==> src/rtl/flash_read_pkg.sv <==
// Shared state encoding and SPI flash opcodes for flash_read_sequencer.
package flash_read_pkg;

    typedef enum logic [2:0] {
        ST_IDLE,
        ST_CMD,
        ST_ADDR,
        ST_DUMMY,
        ST_DATA,
        ST_PUSH,
        ST_FINISH
    } state_t;

    localparam logic [7:0] CMD_READ      = 8'h03;
    localparam logic [7:0] CMD_FAST_READ = 8'h0B;
    localparam logic [7:0] DUMMY_BYTE    = 8'h00;

endpackage

==> src/rtl/flash_read_sequencer.sv <==
// Sequences one SPI flash READ: command, address, optional dummy, then data bytes into the read FIFO.
// Optional FAST_READ_EN selects opcode 0x0B plus one discarded dummy byte after the address.
module flash_read_sequencer
    import flash_read_pkg::*;
#(
    parameter int unsigned ADDR_W = 24,
    parameter int unsigned LEN_W  = 9,
    parameter int unsigned DATA_W = 8
) (
    input  logic              system_clk,
    input  logic              system_reset,
    input  logic              start,
    input  logic [ADDR_W-1:0] start_addr,
    input  logic [LEN_W-1:0]  byte_len,
    input  logic              abort,
    output logic              busy,
    output logic              done,
    output logic              spi_cs_n,
    output logic              xfer_req,
    output logic [DATA_W-1:0] xfer_tx_data,
    input  logic              xfer_done,
    input  logic [DATA_W-1:0] xfer_rx_data,
    output logic              fifo_write_req,
    output logic [DATA_W-1:0] fifo_dataIn,
    output logic              fifo_enable,
    input  logic              fifo_full
);

    localparam int unsigned ADDR_BYTES = ADDR_W / 8;
    localparam int unsigned CNT_W      = (ADDR_BYTES > 1) ? $clog2(ADDR_BYTES) : 1;
    localparam logic [CNT_W-1:0] LAST_ADDR_IDX = CNT_W'(ADDR_BYTES - 1);

`ifdef FAST_READ_EN
    localparam logic [7:0] CMD_OPCODE    = CMD_FAST_READ;
    localparam state_t     ST_AFTER_ADDR = ST_DUMMY;
`else
    localparam logic [7:0] CMD_OPCODE    = CMD_READ;
    localparam state_t     ST_AFTER_ADDR = ST_DATA;
`endif

    state_t              r_state, w_state_nxt;
    logic                r_busy, w_busy_nxt;
    logic                r_done, w_done_nxt;
    logic                r_cs_n, w_cs_n_nxt;
    logic                r_req, w_req_nxt;
    logic [DATA_W-1:0]   r_tx, w_tx_nxt;
    logic                r_wr, w_wr_nxt;
    logic [DATA_W-1:0]   r_din, w_din_nxt;
    logic                r_fifo_en;
    logic [ADDR_W-1:0]   r_addr, w_addr_nxt;
    logic [CNT_W-1:0]    r_addr_idx, w_addr_idx_nxt;
    logic [LEN_W-1:0]    r_remaining, w_remaining_nxt;
    logic                w_ack;

    // A completion only counts while our request is outstanding.
    assign w_ack = r_req & xfer_done;

    always_ff @(posedge system_clk or posedge system_reset) begin
        if (system_reset) begin
            r_state     <= ST_IDLE;
            r_busy      <= 1'b0;
            r_done      <= 1'b0;
            r_cs_n      <= 1'b1;
            r_req       <= 1'b0;
            r_tx        <= '0;
            r_wr        <= 1'b0;
            r_din       <= '0;
            r_fifo_en   <= 1'b1;
            r_addr      <= '0;
            r_addr_idx  <= '0;
            r_remaining <= '0;
        end else begin
            r_state     <= w_state_nxt;
            r_busy      <= w_busy_nxt;
            r_done      <= w_done_nxt;
            r_cs_n      <= w_cs_n_nxt;
            r_req       <= w_req_nxt;
            r_tx        <= w_tx_nxt;
            r_wr        <= w_wr_nxt;
            r_din       <= w_din_nxt;
            r_fifo_en   <= 1'b1;
            r_addr      <= w_addr_nxt;
            r_addr_idx  <= w_addr_idx_nxt;
            r_remaining <= w_remaining_nxt;
        end
    end

    always_comb begin
        w_state_nxt     = r_state;
        w_busy_nxt      = r_busy;
        w_done_nxt      = 1'b0;
        w_cs_n_nxt      = r_cs_n;
        w_req_nxt       = r_req;
        w_tx_nxt        = r_tx;
        w_wr_nxt        = 1'b0;
        w_din_nxt       = r_din;
        w_addr_nxt      = r_addr;
        w_addr_idx_nxt  = r_addr_idx;
        w_remaining_nxt = r_remaining;

        case (r_state)
            ST_IDLE: begin
                if (start) begin
                    if (byte_len != '0) begin
                        w_addr_nxt      = start_addr;
                        w_remaining_nxt = byte_len;
                        w_addr_idx_nxt  = '0;
                        w_busy_nxt      = 1'b1;
                        w_cs_n_nxt      = 1'b0;
                        w_tx_nxt        = DATA_W'(CMD_OPCODE);
                        w_req_nxt       = 1'b1;
                        w_state_nxt     = ST_CMD;
                    end else begin
                        w_done_nxt = 1'b1;
                    end
                end
            end
            ST_CMD: begin
                if (w_ack) begin
                    w_req_nxt   = 1'b0;
                    w_state_nxt = ST_ADDR;
                end
            end
            // Address goes out MSB byte first from a left-shifting copy.
            ST_ADDR: begin
                if (w_ack) begin
                    w_req_nxt  = 1'b0;
                    w_addr_nxt = r_addr << 8;
                    if (r_addr_idx == LAST_ADDR_IDX) begin
                        w_state_nxt = ST_AFTER_ADDR;
                    end else begin
                        w_addr_idx_nxt = r_addr_idx + CNT_W'(1);
                    end
                end else if (!r_req) begin
                    w_tx_nxt  = DATA_W'(r_addr[ADDR_W-1 -: 8]);
                    w_req_nxt = 1'b1;
                end
            end
            ST_DUMMY: begin
                if (w_ack) begin
                    w_req_nxt   = 1'b0;
                    w_state_nxt = ST_DATA;
                end else if (!r_req) begin
                    w_tx_nxt  = DATA_W'(DUMMY_BYTE);
                    w_req_nxt = 1'b1;
                end
            end
            // New data bytes are only requested when the FIFO has room.
            ST_DATA: begin
                if (w_ack) begin
                    w_req_nxt   = 1'b0;
                    w_din_nxt   = xfer_rx_data;
                    w_wr_nxt    = 1'b1;
                    w_state_nxt = ST_PUSH;
                end else if (!r_req && !fifo_full) begin
                    w_tx_nxt  = DATA_W'(DUMMY_BYTE);
                    w_req_nxt = 1'b1;
                end
            end
            ST_PUSH: begin
                w_remaining_nxt = r_remaining - LEN_W'(1);
                w_state_nxt     = (r_remaining == LEN_W'(1)) ? ST_FINISH : ST_DATA;
            end
            ST_FINISH: begin
                w_cs_n_nxt  = 1'b1;
                w_done_nxt  = 1'b1;
                w_busy_nxt  = 1'b0;
                w_state_nxt = ST_IDLE;
            end
            default: begin
                w_state_nxt = ST_IDLE;
            end
        endcase

        // Abort wins over any completion arriving in the same cycle.
        if (abort && (r_state != ST_IDLE)) begin
            w_state_nxt = ST_IDLE;
            w_req_nxt   = 1'b0;
            w_cs_n_nxt  = 1'b1;
            w_wr_nxt    = 1'b0;
            w_busy_nxt  = 1'b0;
            w_done_nxt  = 1'b0;
        end
    end

    assign busy           = r_busy;
    assign done           = r_done;
    assign spi_cs_n       = r_cs_n;
    assign xfer_req       = r_req;
    assign xfer_tx_data   = r_tx;
    assign fifo_write_req = r_wr;
    assign fifo_dataIn    = r_din;
    assign fifo_enable    = r_fifo_en;

endmodule

==> config.mk <==
export PLATFORM = sky130hd
export DESIGN_NAME = flash_read_sequencer
export DESIGN_NICKNAME = d
export VERILOG_FILES = /design/src/rtl/flash_read_pkg.sv /design/src/rtl/flash_read_sequencer.sv
export SDC_FILE = /design/constraint.sdc
export NUM_CORES = 1
export LEC_CHECK = 0
export ABC_AREA = 1
export CAP_MARGIN = 10
export CORE_ASPECT_RATIO = 0.7
export CORE_MARGIN = 2
export CORE_UTILIZATION = 37
export CTS_BUF_LIST = sky130_fd_sc_hd__clkbuf_4 sky130_fd_sc_hd__clkbuf_8
export CTS_CLUSTER_SIZE = 25
export DETAILED_ROUTE_END_ITERATION = 8
export GPL_TIMING_DRIVEN = 0
export MAX_ROUTING_LAYER = met4
export SYNTH_ARGS = -nofsm -noshare
export SYNTH_HDL_FRONTEND = slang
export SYNTH_SLANG_ARGS = --single-unit
==> constraint.sdc <==
create_clock -name system_clk -period 1.6 [get_ports system_clk]
set_input_delay 0.16 -clock system_clk [delete_from_list [all_inputs] [get_ports system_clk]]
set_output_delay 0.16 -clock system_clk [all_outputs]
set_load 0.01 [all_outputs]
### After elaboration in Yosys (flattened, before gate mapping)

Index checks and enable logic that the tools add are counted.

| cells by class | value |
|---|---|
| reductions and logical operators | 21 |
| bitwise operators | 1 |
| order comparisons | 0 |
| add/subtract/negate cells | 2 |
| shift operators | 0 |
| mux-type cells | 52 |
| $mul | 0 |
| eq/ne operators | 26 |
| divide/modulo/power cells | 0 |

Operators by type and width:

| operator | number |
|---|---|
| $mux 24 | 3 |
| $mux 8 | 8 |
| $pmux 24 s2 | 1 |
| $pmux 8 s4 | 1 |
| $mux 3 | 8 |
| $ne 3x3->1 const B | 7 |
| $ne 2x2->1 const B | 10 |
| $mux 9 | 2 |
| $pmux 3 s6 | 1 |
| $pmux 9 s2 | 1 |
| $mux 1 | 17 |
| $mux 2 | 5 |
| $reduce_and 5->1 | 2 |
| $eq 3x3->1 const B | 3 |
| $eq 9x1->1 const B | 1 |
| $reduce_and 9->1 | 1 |
| $reduce_bool 9->1 | 1 |
| $sub 9x1->9 const B | 1 |
| $reduce_and 7->1 | 1 |
| $eq 3x2->1 const B | 2 |
| $pmux 1 s2 | 3 |
| $reduce_and 3->1 | 2 |
| $reduce_bool 3->1 | 2 |
| $reduce_bool 5->1 | 1 |
| other kinds (15) | 18 |

| storage, ports and cells | value |
|---|---|
| output and inout bits | 22 |
| word-level logic and storage cells | 113 |
| memories kept | 0 |
| latch bits | 0 |
| bits in read-only memories | 0 |
| bits in writable memories | 0 |
| flip-flop bits (word level) | 59 |
| input port bits | 47 |

### Depth between registers and ports, before layout

| logic depth | value |
|---|---|
| depth in word-level cells | 6 |
| depth in mapped cells | 11 |
| mapped depth without buffers | 10 |

### Worst setup path before layout

Ideal clock, no wire load.

| path | value |
|---|---|
| path type | flip-flop to flip-flop |
| start point | register r_state[1] |
| end point | register r_addr[10] |
| setup slack | 0.035 ns |
| arrival time | 1.448 ns |
| period minus slack after synthesis | 1.565 ns |
| cell stages (with the launch flop) | 11 |
| path buffers | 2 |
| library setup time | 0.116 ns |
| data required time | 1.484 ns |
| cell sequence | dfrtp_1 -> nor2_4 -> nand2_8 -> nor2_4 -> inv_4 -> nand2_4 -> inv_4 -> buf_6 -> buf_6 -> nand3_2 -> nand2_1 |

| between the ends | value |
|---|---|
| cells in the longest elaborated chain, start to end | 3 |
| elaborated cells on any way between the ends | 8 |
| those cells by class | eq/ne (4); mux (1); reduce/logical (3) |

Ends and longest elaborated chain:

| element | RTL line | source |
|---|---|---|
| start, declared | flash_read_sequencer.sv:41 | `state_t r_state, w_state_nxt;` |
| start signal, assigned | flash_read_sequencer.sv:73 | `r_state <= w_state_nxt;` |
| $eq 3x2->1 / $logic_not 3->1 (equally long branches) | flash_read_sequencer.sv:101 | `case (r_state)` |
| $ne 2x2->1 (no line) / $reduce_bool 2->1 (equally long branches) | n/a |  |
| $reduce_and 4->1 (no line) | n/a |  |
| end signal, assigned | flash_read_sequencer.sv:82 | `r_addr <= w_addr_nxt;` |
| end, declared | flash_read_sequencer.sv:50 | `logic [ADDR_W-1:0] r_addr, w_addr_nxt;` |

Parallel ways exist; a longest one is shown, timed or not.
A chain may end at the register's enable or synchronous reset.

### Worst setup path after layout

| path | value |
|---|---|
| start point | register r_state[1] |
| end point | register r_addr[23] |

Same word-level chain as after synthesis.

==> results.json <==
{
  "status": "complete, no violations",
  "maxCapViolCount": 0,
  "antenna_violations_before_repair": 0,
  "crit_type": "reg -> reg",
  "post_route_cells_drive_above_1_share_pct": 21.1,
  "gp_routability_congestion": 0.869,
  "synth_common_cells": "nand2_1, dfrtp_1, inv_1, nand3_1, nor2_1",
  "yosysTopAreaCellShare_pct": 42.4,
  "layout_setup_ws_ns": 0.0470,
  "cts_tree": "yes",
  "cellLeakagePower_nw": 2.52,
  "core_region_area_um2": 9030,
  "wl_per_cell_um": 13.0,
  "cp_data_arrival_time_ns": 1.79,
  "dpl_cell_area_um2": 4270,
  "finalSetupViolCount": 0,
  "num_io_pins": 69,
  "syn-cell-area_um2": 3420,
  "floorplan.rows": 29,
  "crit_path_start_kind": "flop",
  "yosysTopAreaCell": "dfrtp_1",
  "drv_slew": 0,
  "slew_headroom_pct": 62.4,
  "vdd_ir_drop_max_mv": 0.838,
  "pwr_density_cell_nw_per_um2": 1870,
  "postSynth.asyncResetShare_pct": 100,
  "crit_path_end_kind": "flop",
  "min-delay-path-class": "in -> async",
  "drt-pass1-iter-count": 5,
  "synth-edff-count": 0,
  "synth_area_per_cell_um2": 7.49,
  "cts.htree.levels": 3,
  "drcViolationCount": 0,
  "yosys_most_used_dff": "dfrtp_1",
  "dp.final_hpwl_mm": 6.20,
  "vias": 3261,
  "clock-sinks": 59,
  "yosys-top-cells-area": "dfrtp_1, nand2_1, nand3_1, nand3_2, nand3b_1",
  "route.final.wire_length_mm": 8.96,
  "timing_worst_slew_pin_value_ns": 0.563,
  "final_design_area_no_fill_um2": 4960,
  "worst_skew_pair.late_latency_ns": 0.35,
  "cts-root-to-sink-buffers": 2,
  "detailedPlace.worstSlack_ns": -0.281,
  "first_global_vias": 2923,
  "start_util_pct": 37.9,
  "grt_setup_unrepaired": "true",
  "first_iter_violations": 237,
  "timing.critical_path.fanout_max": 7,
  "design.die.area_um2": 10100,
  "register_bit_count_reported_by_yosys": 59,
  "ant_nets": 0,
  "grt_pass1_wl_mm": 14.3,
  "number_of_endpoints_with_negative_hold_slack_in_the_final_report": 0,
  "globalRoute.totalOverflow": 0,
  "fill_cells": 843,
  "antennaDiodeCount": 0,
  "route.detailed.vias_per_inst": 4.75,
  "max_freq_mhz": 644,
  "layout_worst_path_cycle_share_pct": 97.1,
  "cts_inserted_buffers": 9,
  "cts_root_buffer": "clkbuf_8",
  "yosysSeqAreaShare_pct": 43.1,
  "clk_transition_reported_paths_ns": 0.07,
  "synthCells": 457,
  "synth.most_common_cell": "nand2_1",
  "fin_skew_ns": 0.00813,
  "final.min_clock_period_ns": 1.55,
  "grt_start_max_net_pins": 38,
  "synthesis.nets": 509,
  "grtUsageTotal_pct": 18.6,
  "nNetsFinal": 610,
  "crit_required_ns": 1.84,
  "yosys_warnings": 0,
  "flow.area_growth_from_synthesis_pct": 44.7,
  "floorplan.die.height_um": 84.5,
  "die_w_um": 119,
  "synth_cell_types": 30,
  "io_buffer_count": 67
}
## metal layers
metal	up-vias	share of wire, %	GRT usage, %
met5	-	0	-
met4	0	1.4	6.49
met3	15	6.1	5.10
met2	106	42	25.3
met1	1504	50	26.5
li1	1636	-	-
## cell type report
cell class	count	area, um^2	area share, %
multi-input cells	349	1850	37.3
flip-flops and latches	59	1480	29.8
repair buffers	90	911	18.4
clock buffers	12	165	3.33
well taps	124	155	3.13
inverters	34	154	3.11
plain buffers	15	150	3.03
clock inverters	4	95.1	1.92
## critical path, cell delays in order, from the launching register on
cell and delay [ns]:
dfrtp_2 0.45, nor2_4 0.20, nand2_8 0.09, inv_6 0.07, nand3_4 0.08, nand2_4 0.10
inv_6 0.05, buf_12 0.14, clkbuf_16 0.16, nand3_2 0.06, nand2_1 0.04
## cells by family (layout without fill, tap and decap cells)
family / Yosys count / count (layout) / synth area share, %
buffers and inverters: 49 / 155 / 7.34
AO/OA/AOI/OAI: 18 / 18 / 3.18
AND/OR/NAND/NOR: 317 / 317 / 41.8
flip-flops: 59 / 59 / 43.1
other: 1 / 1 / 0.110
adder cells (fa/ha/maj): 5 / 5 / 1.83
multiplexers: 8 / 8 / 2.63
## timing repair
action	CTS	global route
pin swaps	6	24
gates cloned	0	3
endpoints found under the setup margin	55	57
hold buffers	0	0
buffers inserted	10	9
resized for setup	8	48
## sequential cells by signal, summed over array words and instances, names as in the netlist
name / flops
r_addr: 24
r_remaining: 9
fifo_dataIn: 8
xfer_tx_data: 8
r_state: 3
r_addr_idx: 2
busy: 1
done: 1
fifo_write_req: 1
spi_cs_n: 1
xfer_req: 1
## path summary, 6_finish.rpt
kind	to	startpoint	cells after the start	slack [ns]
max	r_addr[23]$_DFFE_PP0P_	r_state[1]$_DFFE_PP0P_	10	0.05
min	xfer_tx_data[1]$_DFFE_PP0P_	system_reset	2	0.22
max reg2reg	r_addr[23]$_DFFE_PP0P_	r_state[1]$_DFFE_PP0P_	10	0.05
min reg2reg	xfer_tx_data[4]$_DFFE_PP0P_	xfer_tx_data[4]$_DFFE_PP0P_	2	0.47
max in group asynchronous	spi_cs_n$_DFFE_PP1P_	system_reset	3	0.76
min in group system_clk	fifo_dataIn[6]$_DFFE_PP0P_	xfer_rx_data[6]	2	0.42
## power by group
part	internal (mW)	switching, mW	leakage [nW]
sequential	2.18	0.424	0.740
clock	1.16	0.608	0.133
combinational	2.14	2.76	1.65
total	5.48	3.79	2.52
## through the flow
stage / TNS (ns) / utilization (%) / cells / power (mW) / hold WS, ns
after floorplan: 0 / - / 457 / 5.35 / 0.226
after global placement: -12.07 / 47.1 / 648 / 6.57 / 0.455
after detailed placement: -9.91 / 47.3 / 649 / 6.64 / 0.458
after CTS: 0 / 51.3 / 675 / 8.65 / 0.232
after global routing: -0.478 / 54.9 / 687 / 10.0 / 0.249
final: 0 / 54.9 / 687 / 9.27 / 0.222
## layout by cell type (no fill, tap or decap), types with 4 or more instances in the layout
master,netlist,layout
nand2_1,229,222
nand4_1,4,4
nand3_4,0,7
inv_2,4,5
o21ai_0,6,6
nand3b_1,14,14
a21oi_1,6,5
nor2_4,2,4
buf_6,5,5
dfrtp_1,58,57
mux2_2,8,8
nand3_2,12,15
nor2_1,21,20
inv_1,26,23
clkbuf_8,0,12
clkdlybuf4s50_1,0,66
nand2_4,4,5
nand2_2,2,8
nand3_1,26,16
ha_1,5,5
buf_4,4,21
No activity file was read; power rests on OpenSTA's default activity.
==> edit 1 (same flow settings) <==
The parameter `ADDR_W` goes from 24 to 48.
--- a/src/rtl/flash_read_sequencer.sv
+++ b/src/rtl/flash_read_sequencer.sv
@@ -5,3 +5,3 @@
 #(
-    parameter int unsigned ADDR_W = 24,
+    parameter int unsigned ADDR_W = 48,
     parameter int unsigned LEN_W  = 9,
Ports: changed (resized start_addr); port bits go from 69 to 93. The function was not compared with the original's and may differ.
==> edit 1 against the unedited design <==
Synthesized cell count is 45% higher. Wire length is 30% higher. Final area rose by 29%. First-iteration DRC count decreased by 0.84%. Synthesized area grew 36%. Clock power down 4%. Setup slack got worse by 0.031 ns. Sequential cell count grew 25. Total power up 21%. Clock skew grew 0.0033 ns. Highest routed layer unchanged. Utilization is 3.2 points lower.
==> edit 1: results <==
timing:
  fin_skew_ns: 0.0115
synth:
  syn_area_per_cell_sq_um: 7.07
  synthTopCellsByArea: "dfrtp_1 44%, nand2_1 31%, inv_1 3.5%"
  synth_xor_area_frac: 0.00187
  yosysSeqAreaShare: 0.450
  synth.distinct_cells: 32
layout:
  stdcell_count: 957
  synthToLayoutAreaGrowth_pct: 36.7
  n_fill_cell: 1206
  largestRegisters: "r_addr: 48 flops, r_remaining: 9 flops"
  drive_gt1_frac: 0.143
placement:
  dpl-instance-area_sq_um: 5830
  port-buffer-count: 91
  gp_congestion: 0.876
  post-place-ws_ns: -0.310
clock_tree:
  clk_pin_slew_ns: 0.09
critical_path:
  crit_fanout: 10
  cpPeakStageDelay_ns: 0.38
route:
  wire_per_inst_microns: 12.2
  vias_per_cell: 4.56
  detail_route.iter0.violations: 235
  wl_met1_mm: 6.07
  wl_met2_mm: 5.00
run_status:
  status: "finished, final reports clean"
power_and_ir_drop:
  p_leak_nw: 3.45
-- edit 1: per-layer routing --
layer  track usage  vias to the layer above
li1              -                     2271
met1         0.269                     2000
met2         0.261                       85
met3        0.0466                        9
met4        0.0416                        0
met5             -                        -
-- edit 1: what timing repair did --
action                     4_1_cts  5_1_grt
pin swaps                        2        5
buffers inserted                 9       13
resized for setup               23       24
gates cloned                     2        1
hold buffers                     0        0
setup endpoints to repair       77       80
-- edit 1: cell type report --
type | count | share of cell area
flip-flops and latches | 84 | 0.329
repair buffers | 116 | 0.178
clock inverters | 5 | 0.0123
plain buffers | 26 | 0.0358
clock buffers | 11 | 0.0217
multi-input cells | 504 | 0.359
inverters | 49 | 0.0317
well taps | 162 | 0.0317
-- edit 1: worst paths after layout --
kind | from | to | slack (ns) | cells after the start
worst max-delay path | r_state[1] | r_addr[20] | 0.02 | 11
worst min-delay path | system_reset | r_addr[4] | 0.19 | 2
worst max register to register | r_state[1] | r_addr[20] | 0.02 | 11
worst min register to register | spi_cs_n | spi_cs_n | 0.47 | 2
max in group asynchronous | system_reset | spi_cs_n | 0.84 | 3
min in group system_clk | xfer_rx_data[6] | fifo_dataIn[6] | 0.40 | 2
-- edit 1: critical path, delay by kind of cell, from the launching register on --
| family | cells | cell delay [ns] |
|---|---|---|
| buffers and inverters | 4 | 0.52 |
| DFF | 1 | 0.38 |
| and+or+nand+nor | 7 | 0.56 |
-- edit 1: report_power, final --
group          total [mW]  switching, mW  internal [mW]
Clock                1.70          0.783          0.913
Combinational        5.90           3.32           2.58
Sequential           3.67          0.573           3.10
==> edit 2 (same flow settings) <==
Made on the original files. Take the reset off `r_tx`, `r_din` and `r_addr` and load them in a clocked block of their own.
--- a/src/rtl/flash_read_sequencer.sv
+++ b/src/rtl/flash_read_sequencer.sv
@@ -64,7 +64,4 @@
             r_req       <= 1'b0;
-            r_tx        <= '0;
             r_wr        <= 1'b0;
-            r_din       <= '0;
             r_fifo_en   <= 1'b1;
-            r_addr      <= '0;
             r_addr_idx  <= '0;
@@ -77,7 +74,4 @@
             r_req       <= w_req_nxt;
-            r_tx        <= w_tx_nxt;
             r_wr        <= w_wr_nxt;
-            r_din       <= w_din_nxt;
             r_fifo_en   <= 1'b1;
-            r_addr      <= w_addr_nxt;
             r_addr_idx  <= w_addr_idx_nxt;
@@ -85,2 +79,8 @@
         end
+    end
+
+    always_ff @(posedge system_clk) begin
+        r_tx   <= w_tx_nxt;
+        r_din  <= w_din_nxt;
+        r_addr <= w_addr_nxt;
     end
Formal check against the unedited RTL: not equivalent (a bounded check fails within 4 cycles, from zero or initial values and one cycle with system_reset high).
==> edit 2 against the unedited design <==
Synthesized area fell by 12%. Total power fell by 24%. Final area fell by 16%. Critical path depth fell by 5. Global-route usage fell by 1.7 points. Via count fell by 26%. Clock power fell by 35%. Wire length fell by 24%. Fmax fell by 0.49%. Sequential cell count did not move. Highest routed layer unchanged. Setup slack got worse by 0.0077 ns.
==> edit 2: results <==
run_status:
  status: "finished, final reports clean"
layout:
  n_fill_cell: 745
  finalNetCount: 500
power_and_ir_drop:
  seqPwrFrac: 0.382
  p_leak_nw: 2.00
  irDropWorstVdd_mv: 0.617
  design_power_total_mw: 7.03
  p_switching_mw: 2.74
placement:
  post-dp-hpwl_mm: 4.87
  place_inst: 524
route:
  wire_per_inst_microns: 12.3
  dr.pass1.iters: 4
  vias_per_cell: 4.37
  detail_route.iter0.violations: 166
  met3_length_microns: 419
  wl_met1_mm: 3.45
  drt-total-wl_mm: 6.82
grt:
  grt_max_degree: 20
  grt_pass1_vias: 2301
  grt_usage: 0.170
  grtUsageMet1: 0.238
  grt_util_met2: 0.236
synth:
  synthTopCellsByArea: "edfxtp_1 40%, nand2_1 19%, dfrtp_1 15%"
  async_flop_share: 0.322
  synth_common_cells: "154 x nand2_1, 42 x inv_1, 40 x edfxtp_1, 23 x nor2_1"
  synth_edf_count: 40
  yosysSeqAreaShare: 0.556
timing:
  worst_hold_slack_ns: 0.250
  period_needed_ns: 1.56
  worst_slew_pin_slew_ns: 0.747
  fin_skew_ns: 0.00752
critical_path:
  crit_fanout: 6
  reg2regPathDepth: 5
-- edit 2: final cells by class --
type                    instances  area, sq um  area share
multi-input cells             241         1170       0.279
clock inverters                 6         32.5     0.00778
inverters                      49          189      0.0452
clock buffers                  10          131      0.0314
repair buffers                 80          791       0.189
well taps                     101          126      0.0302
flip-flops and latches         59         1680       0.402
plain buffers                   8         63.8      0.0153
-- edit 2: cells by family after synthesis --
group | share of synthesized area
DFF | 0.556
other | 0.00124
and+or+nand+nor | 0.317
adders and majority gates | 0.0207
AOI/OAI and AO/OA | 0.0232
buffers and inverters | 0.0824
-- edit 2: timing repair --
item | in CTS | in global routing
setup endpoints to repair | 40 | 47
pin swaps | 3 | 3
cloned | 1 | 0
setup buffers | 8 | 5
resized for setup | 8 | 8
-- edit 2: critical path: stages, from the launching register on --
cell and delay (ns):
dfrtp_2 0.48, nor2_4 0.18, nand2_4 0.12, buf_4 0.17, a21oi_4 0.16, buf_4 0.17
